$ cat config.mk
export PLATFORM = sky130hd
export DESIGN_NAME = sub_flags_ex_stage
export DESIGN_NICKNAME = d
export VERILOG_FILES = /design/src/rtl/sub_flags_ex_stage_pkg.sv /design/src/rtl/sub_flags_ex_stage_cond_eval.sv /design/src/rtl/sub_flags_ex_stage.sv
export SDC_FILE = /design/constraint.sdc
export NUM_CORES = 1
export LEC_CHECK = 0
export BUFFER_PORTS_ARGS = -buffer_cell sky130_fd_sc_hd__clkbuf_2
export CORE_AREA = 5 5 109 111
export CTS_CLUSTER_SIZE = 10
export DETAILED_ROUTE_END_ITERATION = 10
export DIE_AREA = 0 0 114 116
export MAX_ROUTING_LAYER = met4
export PLACE_DENSITY = 0.69
export REMOVE_ABC_BUFFERS = 1
export SLEW_MARGIN = 25
export SYNTH_ARGS = -nofsm -noshare
export SYNTH_HDL_FRONTEND = slang
export SYNTH_HIERARCHICAL = 1
export SYNTH_SLANG_ARGS = --single-unit
$ cat constraint.sdc
create_clock -name clk -period 1.4 [get_ports clk]
set_input_delay 0.14 -clock clk [delete_from_list [all_inputs] [get_ports clk]]
set_output_delay 0.14 -clock clk [all_outputs]
set_load 0.02 [all_outputs]
$ cat src/rtl/sub_flags_ex_stage_pkg.sv
// Purpose: shared LEGv8 condition-code and NZCV bit-index constants for the EX back end.
// Latency: none (constants only).
// Backpressure: n/a.
package sub_flags_ex_stage_pkg;

  // B.cond condition field encodings
  localparam logic [3:0] COND_EQ = 4'h0;
  localparam logic [3:0] COND_NE = 4'h1;
  localparam logic [3:0] COND_HS = 4'h2;
  localparam logic [3:0] COND_LO = 4'h3;
  localparam logic [3:0] COND_MI = 4'h4;
  localparam logic [3:0] COND_PL = 4'h5;
  localparam logic [3:0] COND_VS = 4'h6;
  localparam logic [3:0] COND_VC = 4'h7;
  localparam logic [3:0] COND_HI = 4'h8;
  localparam logic [3:0] COND_LS = 4'h9;
  localparam logic [3:0] COND_GE = 4'hA;
  localparam logic [3:0] COND_LT = 4'hB;
  localparam logic [3:0] COND_GT = 4'hC;
  localparam logic [3:0] COND_LE = 4'hD;
  localparam logic [3:0] COND_AL = 4'hE;
  localparam logic [3:0] COND_NV = 4'hF;

  // Bit positions inside the {N,Z,C,V} flags word
  localparam int FLAG_N = 3;
  localparam int FLAG_Z = 2;
  localparam int FLAG_C = 1;
  localparam int FLAG_V = 0;

endpackage

$ cat src/rtl/sub_flags_ex_stage_cond_eval.sv
// Purpose: evaluate a B.cond condition field against an NZCV flags word.
// Latency: purely combinational.
// Backpressure: n/a.
// Ports: cond[3:0] condition field, nzcv[3:0] flags {N,Z,C,V}, taken = condition holds.
module legv8_cond_eval
  import sub_flags_ex_stage_pkg::*;
(
  input  logic [3:0] cond,
  input  logic [3:0] nzcv,
  output logic       taken
);

  logic n, z, c, v;

  assign n = nzcv[FLAG_N];
  assign z = nzcv[FLAG_Z];
  assign c = nzcv[FLAG_C];
  assign v = nzcv[FLAG_V];

  always_comb begin
    taken = 1'b0;
    case (cond)
      COND_EQ: taken = z;
      COND_NE: taken = ~z;
      COND_HS: taken = c;
      COND_LO: taken = ~c;
      COND_MI: taken = n;
      COND_PL: taken = ~n;
      COND_VS: taken = v;
      COND_VC: taken = ~v;
      COND_HI: taken = c & ~z;
      COND_LS: taken = ~c | z;
      COND_GE: taken = (n == v);
      COND_LT: taken = (n != v);
      COND_GT: taken = ~z & (n == v);
      COND_LE: taken = z | (n != v);
      COND_AL: taken = 1'b1;
      COND_NV: taken = 1'b1;
      default: taken = 1'b0;
    endcase
  end

endmodule

$ cat src/rtl/sub_flags_ex_stage.sv
// Purpose: LEGv8 EX back end - NZCV derivation, flags register, B.cond decision, EX/MEM register.
// Latency: 1 cycle accept->output; flags_nzcv updates on the accept edge of a flag-setting beat.
// Backpressure: outputs hold while out_valid & !out_ready; SUB_FLAGS_SKID_EN adds one skid entry
//               and makes in_ready flop-based, otherwise in_ready = !out_valid | out_ready.
// Ports: clk/reset_n (async active-low); in_* upstream beat with in_valid/in_ready;
//        out_* registered EX/MEM beat with out_valid/out_ready; flags_nzcv architectural {N,Z,C,V}.
// Config macro: SUB_FLAGS_SKID_EN.
module sub_flags_ex_stage
  import sub_flags_ex_stage_pkg::*;
#(
  parameter int WIDTH   = 64,
  parameter int RD_BITS = 5
) (
  input  logic               clk,
  input  logic               reset_n,
  input  logic               in_valid,
  output logic               in_ready,
  input  logic [WIDTH-1:0]   in_a,
  input  logic [WIDTH-1:0]   in_b,
  input  logic [WIDTH-1:0]   in_diff,
  input  logic               in_carry,
  input  logic               in_set_flags,
  input  logic               in_is_bcond,
  input  logic [3:0]         in_cond,
  input  logic [RD_BITS-1:0] in_rd,
  input  logic               in_wb_en,
  output logic               out_valid,
  input  logic               out_ready,
  output logic [WIDTH-1:0]   out_result,
  output logic [RD_BITS-1:0] out_rd,
  output logic               out_wb_en,
  output logic               out_branch_taken,
  output logic [3:0]         flags_nzcv
);

  localparam int MSB = WIDTH - 1;

  logic               accept;
  logic               cond_true;
  logic               taken_new;
  logic [3:0]         nzcv_new;
  logic [3:0]         flags_q, flags_d;

  logic               out_valid_q, out_valid_d;
  logic [WIDTH-1:0]   out_result_q, out_result_d;
  logic [RD_BITS-1:0] out_rd_q, out_rd_d;
  logic               out_wb_en_q, out_wb_en_d;
  logic               out_br_q, out_br_d;

  // Only the sign bits of the operands feed the overflow equation.
  logic unused_operand_bits;
  assign unused_operand_bits = ^{in_a[MSB-1:0], in_b[MSB-1:0]};

  assign accept = in_valid & in_ready;

  always_comb begin
    nzcv_new         = 4'b0000;
    nzcv_new[FLAG_N] = in_diff[MSB];
    nzcv_new[FLAG_Z] = (in_diff == '0);
    nzcv_new[FLAG_C] = in_carry;
    nzcv_new[FLAG_V] = (in_a[MSB] ^ in_b[MSB]) & (in_diff[MSB] ^ in_a[MSB]);
  end

  // The branch always sees the flags as they stood before this beat's edge,
  // even if the same beat also sets flags.
  legv8_cond_eval u_cond_eval (
    .cond  (in_cond),
    .nzcv  (flags_q),
    .taken (cond_true)
  );

  assign taken_new = in_is_bcond & cond_true;

  always_comb begin
    flags_d = flags_q;
    if (accept && in_set_flags) begin
      flags_d = nzcv_new;
    end
  end

`ifdef SUB_FLAGS_SKID_EN
  logic               skid_valid_q, skid_valid_d;
  logic [WIDTH-1:0]   skid_result_q, skid_result_d;
  logic [RD_BITS-1:0] skid_rd_q, skid_rd_d;
  logic               skid_wb_en_q, skid_wb_en_d;
  logic               skid_br_q, skid_br_d;

  // in_ready comes straight from the skid occupancy flop; reset_n only
  // forces it low while reset is held.
  assign in_ready = reset_n & ~skid_valid_q;

  always_comb begin
    out_valid_d   = out_valid_q;
    out_result_d  = out_result_q;
    out_rd_d      = out_rd_q;
    out_wb_en_d   = out_wb_en_q;
    out_br_d      = out_br_q;
    skid_valid_d  = skid_valid_q;
    skid_result_d = skid_result_q;
    skid_rd_d     = skid_rd_q;
    skid_wb_en_d  = skid_wb_en_q;
    skid_br_d     = skid_br_q;
    if (!out_valid_q || out_ready) begin
      if (skid_valid_q) begin
        // Parked beat is older than anything upstream, so it drains first.
        // No accept can coincide since in_ready is low while the skid is full.
        out_valid_d  = 1'b1;
        out_result_d = skid_result_q;
        out_rd_d     = skid_rd_q;
        out_wb_en_d  = skid_wb_en_q;
        out_br_d     = skid_br_q;
        skid_valid_d = 1'b0;
      end else begin
        out_valid_d = accept;
        if (accept) begin
          out_result_d = in_diff;
          out_rd_d     = in_rd;
          out_wb_en_d  = in_wb_en;
          out_br_d     = taken_new;
        end
      end
    end else if (accept) begin
      skid_valid_d  = 1'b1;
      skid_result_d = in_diff;
      skid_rd_d     = in_rd;
      skid_wb_en_d  = in_wb_en;
      skid_br_d     = taken_new;
    end
  end

  always_ff @(posedge clk or negedge reset_n) begin
    if (!reset_n) begin
      skid_valid_q  <= 1'b0;
      skid_result_q <= '0;
      skid_rd_q     <= '0;
      skid_wb_en_q  <= 1'b0;
      skid_br_q     <= 1'b0;
    end else begin
      skid_valid_q  <= skid_valid_d;
      skid_result_q <= skid_result_d;
      skid_rd_q     <= skid_rd_d;
      skid_wb_en_q  <= skid_wb_en_d;
      skid_br_q     <= skid_br_d;
    end
  end
`else
  // Single register: ready whenever the slot is empty or being drained this cycle.
  assign in_ready = reset_n & (~out_valid_q | out_ready);

  always_comb begin
    out_valid_d  = out_valid_q;
    out_result_d = out_result_q;
    out_rd_d     = out_rd_q;
    out_wb_en_d  = out_wb_en_q;
    out_br_d     = out_br_q;
    if (!out_valid_q || out_ready) begin
      out_valid_d = accept;
      if (accept) begin
        out_result_d = in_diff;
        out_rd_d     = in_rd;
        out_wb_en_d  = in_wb_en;
        out_br_d     = taken_new;
      end
    end
  end
`endif

  always_ff @(posedge clk or negedge reset_n) begin
    if (!reset_n) begin
      flags_q      <= 4'b0000;
      out_valid_q  <= 1'b0;
      out_result_q <= '0;
      out_rd_q     <= '0;
      out_wb_en_q  <= 1'b0;
      out_br_q     <= 1'b0;
    end else begin
      flags_q      <= flags_d;
      out_valid_q  <= out_valid_d;
      out_result_q <= out_result_d;
      out_rd_q     <= out_rd_d;
      out_wb_en_q  <= out_wb_en_d;
      out_br_q     <= out_br_d;
    end
  end

  assign out_valid        = out_valid_q;
  assign out_result       = out_result_q;
  assign out_rd           = out_rd_q;
  assign out_wb_en        = out_wb_en_q;
  assign out_branch_taken = out_br_q;
  assign flags_nzcv       = flags_q;

endmodule

Yosys cells after proc, flatten, opt, wreduce, memory -nomap -nowiden

Cells that the tools add are included.
Widths: inputs -> output; s select.

Equality and inequality tests: 17
Muxes and demuxes: 1
Bitwise operators: 16
Reductions and logical operators: 7

Operators by type and width:

| cell               | number |
|---|---|
| $logic_not 64->1   | 1 |
| $eq 4x4->1 const B | 8 |
| $eq 4x3->1 const B | 4 |
| $pmux 1 s15        | 1 |
| $eq 4x2->1 const B | 2 |
| $and 1x1->1        | 6 |
| $not 1->1          | 5 |
| $eq 4x1->1 const B | 1 |
| $logic_not 4->1    | 1 |
| $or 1x1->1         | 3 |
| $reduce_and 2->1   | 1 |
| $reduce_or 2->1    | 1 |
| $xor 1x1->1        | 2 |
| $eq 1x1->1         | 1 |
| $logic_and 1x1->1  | 1 |
| $logic_not 1->1    | 1 |
| $logic_or 1x1->1   | 1 |
| $ne 1x1->1         | 1 |

Flip-flop bits (word level): 76
Output and inout port bits: 77
Logic and storage cells: 47

Longest topological paths before layout

Depth in word-level cells: 5
Gate-level depth with buffers: 8
Mapped depth without buffers: 7

Modules after synthesis

The synthesis kept the hierarchy.

By module, submodules not included:

| module             | times used | cells an instance | area an instance (um^2) |
|---|---|---|---|
| sub_flags_ex_stage | 1          | 192               | 2,984.1 |
| legv8_cond_eval    | 1          | 29                | 201.4 |

Least setup slack after synthesis

No wires, ideal clock.

Path kind: register to register
Start: register flags_q[0], in the netlist flags_nzcv[0]
End: register out_br_q, in the netlist out_branch_taken
Library setup time: 83 ps
Data arrival time: 1,391 ps
Setup slack: -74 ps
Cell stages (with the launch flop): 8
Buffers on the path: 0
Period minus slack after synthesis: 1,474 ps
Cells stage by stage: dfrtp_1 > xor2_1 > or4_1 > nand2_1 > a22oi_1 > o21ai_1 > nand2_1 > o21ai_0

Cells in the longest elaborated chain, start to end: 4

RTL lines:

| element                                          | line                                                                   | source |
|---|---|---|
| from (decl)                                      | sub_flags_ex_stage.sv:42                                               | `logic [3:0] flags_q, flags_d;` |
| from (signal assigned)                           | sub_flags_ex_stage.sv:177                                              | `flags_q <= flags_d;` |
| $ne 1x1->1 / $eq 1x1->1 (equally long branches)  | --                                                                     |  |
| $or 1x1->1 / $and 1x1->1 (equally long branches) | sub_flags_ex_stage_cond_eval.sv:36, sub_flags_ex_stage_cond_eval.sv:35 |  |
| $pmux 1 s15 (*)                                  | sub_flags_ex_stage_cond_eval.sv:22                                     | `case (cond)` |
| via cond_true                                    | sub_flags_ex_stage.sv:39                                               | `logic cond_true;` |
| $and 1x1->1 (*)                                  | sub_flags_ex_stage.sv:72                                               | `assign taken_new = in_is_bcond & cond_true;` |
| to (signal assigned)                             | sub_flags_ex_stage.sv:182                                              | `out_br_q <= out_br_d;` |
| to (decl)                                        | sub_flags_ex_stage.sv:48                                               | `logic out_br_q, out_br_d;` |

The timed path passes the listed nets; every way through them passes the cells marked *.
A chain may end at the register's enable or synchronous reset.

Worst setup path in the final report

Start: register flags_q[3], in the netlist flags_nzcv[3]
End: register out_br_q, in the netlist out_branch_taken

Same word-level chain as after synthesis.

==> reports/results.txt <==
outcome: complete, but fails checks
failing checks: setup timing
crit-path cells: o22ai_1 -> a221o_2 -> a21oi_1 -> o21ai_1 -> nand2_1 -> o21ai_1
Final Setup Violations: 1
Crit Path Class: reg2reg
Root Buffer: clkbuf_8
Layout Nets: 623
min-delay src: in_is_bcond
Syn. warnings: 6
clk_skew: 0.008298 ns
post-route ant nets: 0
Max stage delay cell, worst path: dfrtp_1
Die Ht: 116 µm
number of I/O port buffers: 159
number of global-route vias before repair: 2,816
leakage power: 2.308 nW
first-pass GRT wire length: 13,720 µm
design internal power: 4.481 mW
Synth Cell Area: 3186 µm²
HP Class: in2reg
Worst Setup Start Kind: flop
via count: 2,580
initial antenna violation count: 0
Worst-Margin Slew: 0.6394 ns
fillers: 1,035
largest family of logic cells by synthesized area: multiplexers
min setup slack post-route: -0.08357 ns
adder-cell share of the synthesized area: 0
Worst Hold Depth: 3
layout cells sized above 1: 0.6778
CP dominant cell by count: o21ai_1
Peak VDD IR: 0.8356 mV
Area Overhead vs Synth: 48.08%
wire per inst: 16.46 µm
Clk pin slew, worst setup/hold paths: 0.07 ns
compound-gate portion of the synthesized area: 0.02867
RSZ-0062 raised after global routing: yes
Clock Power Share: 0.279
drt first pass iters: 4
site row count: 38
CTS tree: built
pre-CTS WS: -0.2207 ns
Util after Layout: 0.4409
R2R setup slack: -0.08 ns
Synth cell types: 29
Pwr Total: 6.531 mW
CTS sink cnt: 76
GRT overflow: 0
power per cell area: 1385 nW/µm²
Simple-Gate Fraction of Synth Area: 0.09073
switching share of power: 0.3139
maximum clock frequency: 674.0 MHz
gr usage total: 0.1372
mux contribution to synthesized area: 0.2545
Final GP Congestion: 0.7808
Flop pwr share: 0.431
top post-synthesis cells by area: dfrtp_1 (60%), mux2_2 (25%), nor4_1 (2.4%), nor4_2 (1.6%), buf_2 (1.1%)
io pins: 286
die extent in x: 114 µm
CTS Buf Count: 9
Synth Area per Inst: 14.41 µm²
Synth area leader: dfrtp_1
top cell family by delay on the critical path: compound AO/OA/AOI/OAI gates
CP max stage delay: 0.50 ns
Worst Hold End: out_branch_taken
critical path endpoint category: flop
drt drc: 0
DP HPWL: 7019 µm
NetSw: 2.050 mW
R2R Path End: out_branch_taken
Iteration-0 DRC Markers: 76
H-tree depth: 3
Max transition margin: 0.5737
Synth Register Bits: 76
Initial Utilization: 0.2978
Mapped Cells: 221
Longest Clk Path Bufs: 2
data arrival time of the critical path: 1.71 ns
Combinational Power Share: 0.290
die area: 13,220 µm²
ANT cells: 0
top cell type's share of synthesized area: 0.5970
vias per cell: 4.615
R2R depth: 6
largest net degree at the start of global routing: 51
CP bufs+invs: 0
Routed WL: 9200 µm
Clk Latency, worst-skew pair: 0.35 ns
CP required: 1.63 ns
post-synthesis xor/xnor area fraction: 0.01100
fin. max-slew vios: 0
fin crit period: 1.484 ns
crit path max fanout: 8
Seq/Total Area, Yosys: 0.5970
period utilisation layout: 1.060
max_cap viols: 0
CORE AREA: 10,700 µm²
worst flop-to-flop path startpoint: flags_nzcv[3]
final hold violation count: 0
## area by class of cell
cell class | count | area [µm²] | share of cell area
clock buffer | 12 | 145.1 | 0.03077
clock inverter | 4 | 72.57 | 0.01538
inverter | 1 | 3.754 | 0.0007958
multi-input combinational | 136 | 1259 | 0.2668
sequential | 76 | 1902 | 0.4032
tap | 140 | 175.2 | 0.03714
timing repair buffer | 190 | 1160 | 0.2459
## flip-flops by register name, summed over array words and instances (netlist names)
| signal | count |
|---|---|
| out_wb_en | 1 |
| out_result | 64 |
| flags_nzcv | 4 |
| out_valid | 1 |
| out_rd | 5 |
| out_branch_taken | 1 |
## cell usage after synthesis
master    number
nand4_1        5
buf_6          1
nor4_1        12
and3_1         1
mux2_2        72
dfrtp_1       76
o21ai_1        2
o22ai_1        1
a221o_2        1
nand3_2        1
a22oi_1        1
nor2b_1        2
nand2b_1       2
a311oi_1       1
nor2_1         4
inv_2          1
o21ai_0        3
and2b_1        1
nand2_1        8
and2_1         1
a22oi_2        1
buf_4          1
buf_2          7
nor4_2         4
and3b_1        2
or4_1          2
xnor2_1        3
xor2_1         1
a21oi_1        4
## per-stage QoR
| stage | instance area [µm²] | hold WS, ns | std cells | TNS (ns) |
|---|---|---|---|---|
| global placement | 4315 | -0.03965 | 533 | -0.2473 |
| floorplan | 3132 | -0.1556 | 212 | -65.48 |
| detailed placement | 4315 | -0.03604 | 533 | -0.3136 |
| global route | 4717 | 0.004368 | 559 | -0.1899 |
| finish | 4717 | 0.02125 | 559 | -0.08357 |
| CTS | 4546 | 0.001741 | 550 | -0.06504 |
## worst max path at each step
stage,end,slack (ns),cells past startpoint,start
after floorplan,out_rd[0],-0.92,3,out_valid
after global placement,flags_nzcv[2],-0.22,5,in_diff[0]
after detailed placement,flags_nzcv[2],-0.22,5,in_diff[0]
after CTS,out_branch_taken,-0.07,7,flags_nzcv[0]
after global routing,out_branch_taken,-0.18,7,flags_nzcv[0]
final,out_branch_taken,-0.08,6,flags_nzcv[3]
## kinds of logic (layout without fill, tap and decap cells)
| family | count (synthesis) | after routing |
|---|---|---|
| AND/OR/NAND/NOR | 45 | 46 |
| AO/OA/AOI/OAI | 14 | 14 |
| multiplexers | 72 | 72 |
| flip-flops | 76 | 76 |
| buffers and inverters | 10 | 207 |
| XOR/XNOR | 4 | 4 |
## worst min-delay path, cell delays in order
cell and delay (ns):
clkbuf_2 0.08, nand2_1 0.05, o21ai_1 0.06
## power by group through the flow
stage	sequential (mW)	clock (mW)	combinational (mW)
floorplan	3.34	0	0.517
global placement	2.83	0	1.81
detailed placement	2.86	0	1.83
CTS	2.82	1.90	1.85
global route	2.88	2.00	2.04
finish	2.82	1.82	1.89
## cells in the final DEF (no fill, tap or decap), types with 3 or more instances in the layout
cell type  count
clkbuf_2     157
dfrtp_1       76
mux2_2        72
buf_4         20
nor4_1        12
clkbuf_8      10
nand2_1        8
nand4_1        5
nor4_2         4
nor2_1         4
a21oi_1        4
clkbuf_16      4
o21ai_1        3
buf_6          3
buf_12         3
xnor2_1        3
## what timing repair did
action | 4_1_cts | 5_1_grt
gates resized for setup | 2 | 5
hold buffers | 1 | 1
hold endpoints to repair | 32 | 2
buffers inserted | 1 | 2
gates cloned | 0 | 6
endpoints found under the setup margin | 2 | 45
pin swaps | 4 | 2
## per-layer routing
metal,wire length [µm],vias up,global-route usage,part of all wire
met1,4005,1215,0.1781,0.44
met2,4138,145,0.1956,0.45
met3,909,11,0.04439,0.099
li1,-,1209,-,-
met5,0,-,-,0
met4,146,0,0.06097,0.016
Power figures use the tool's default switching activity.
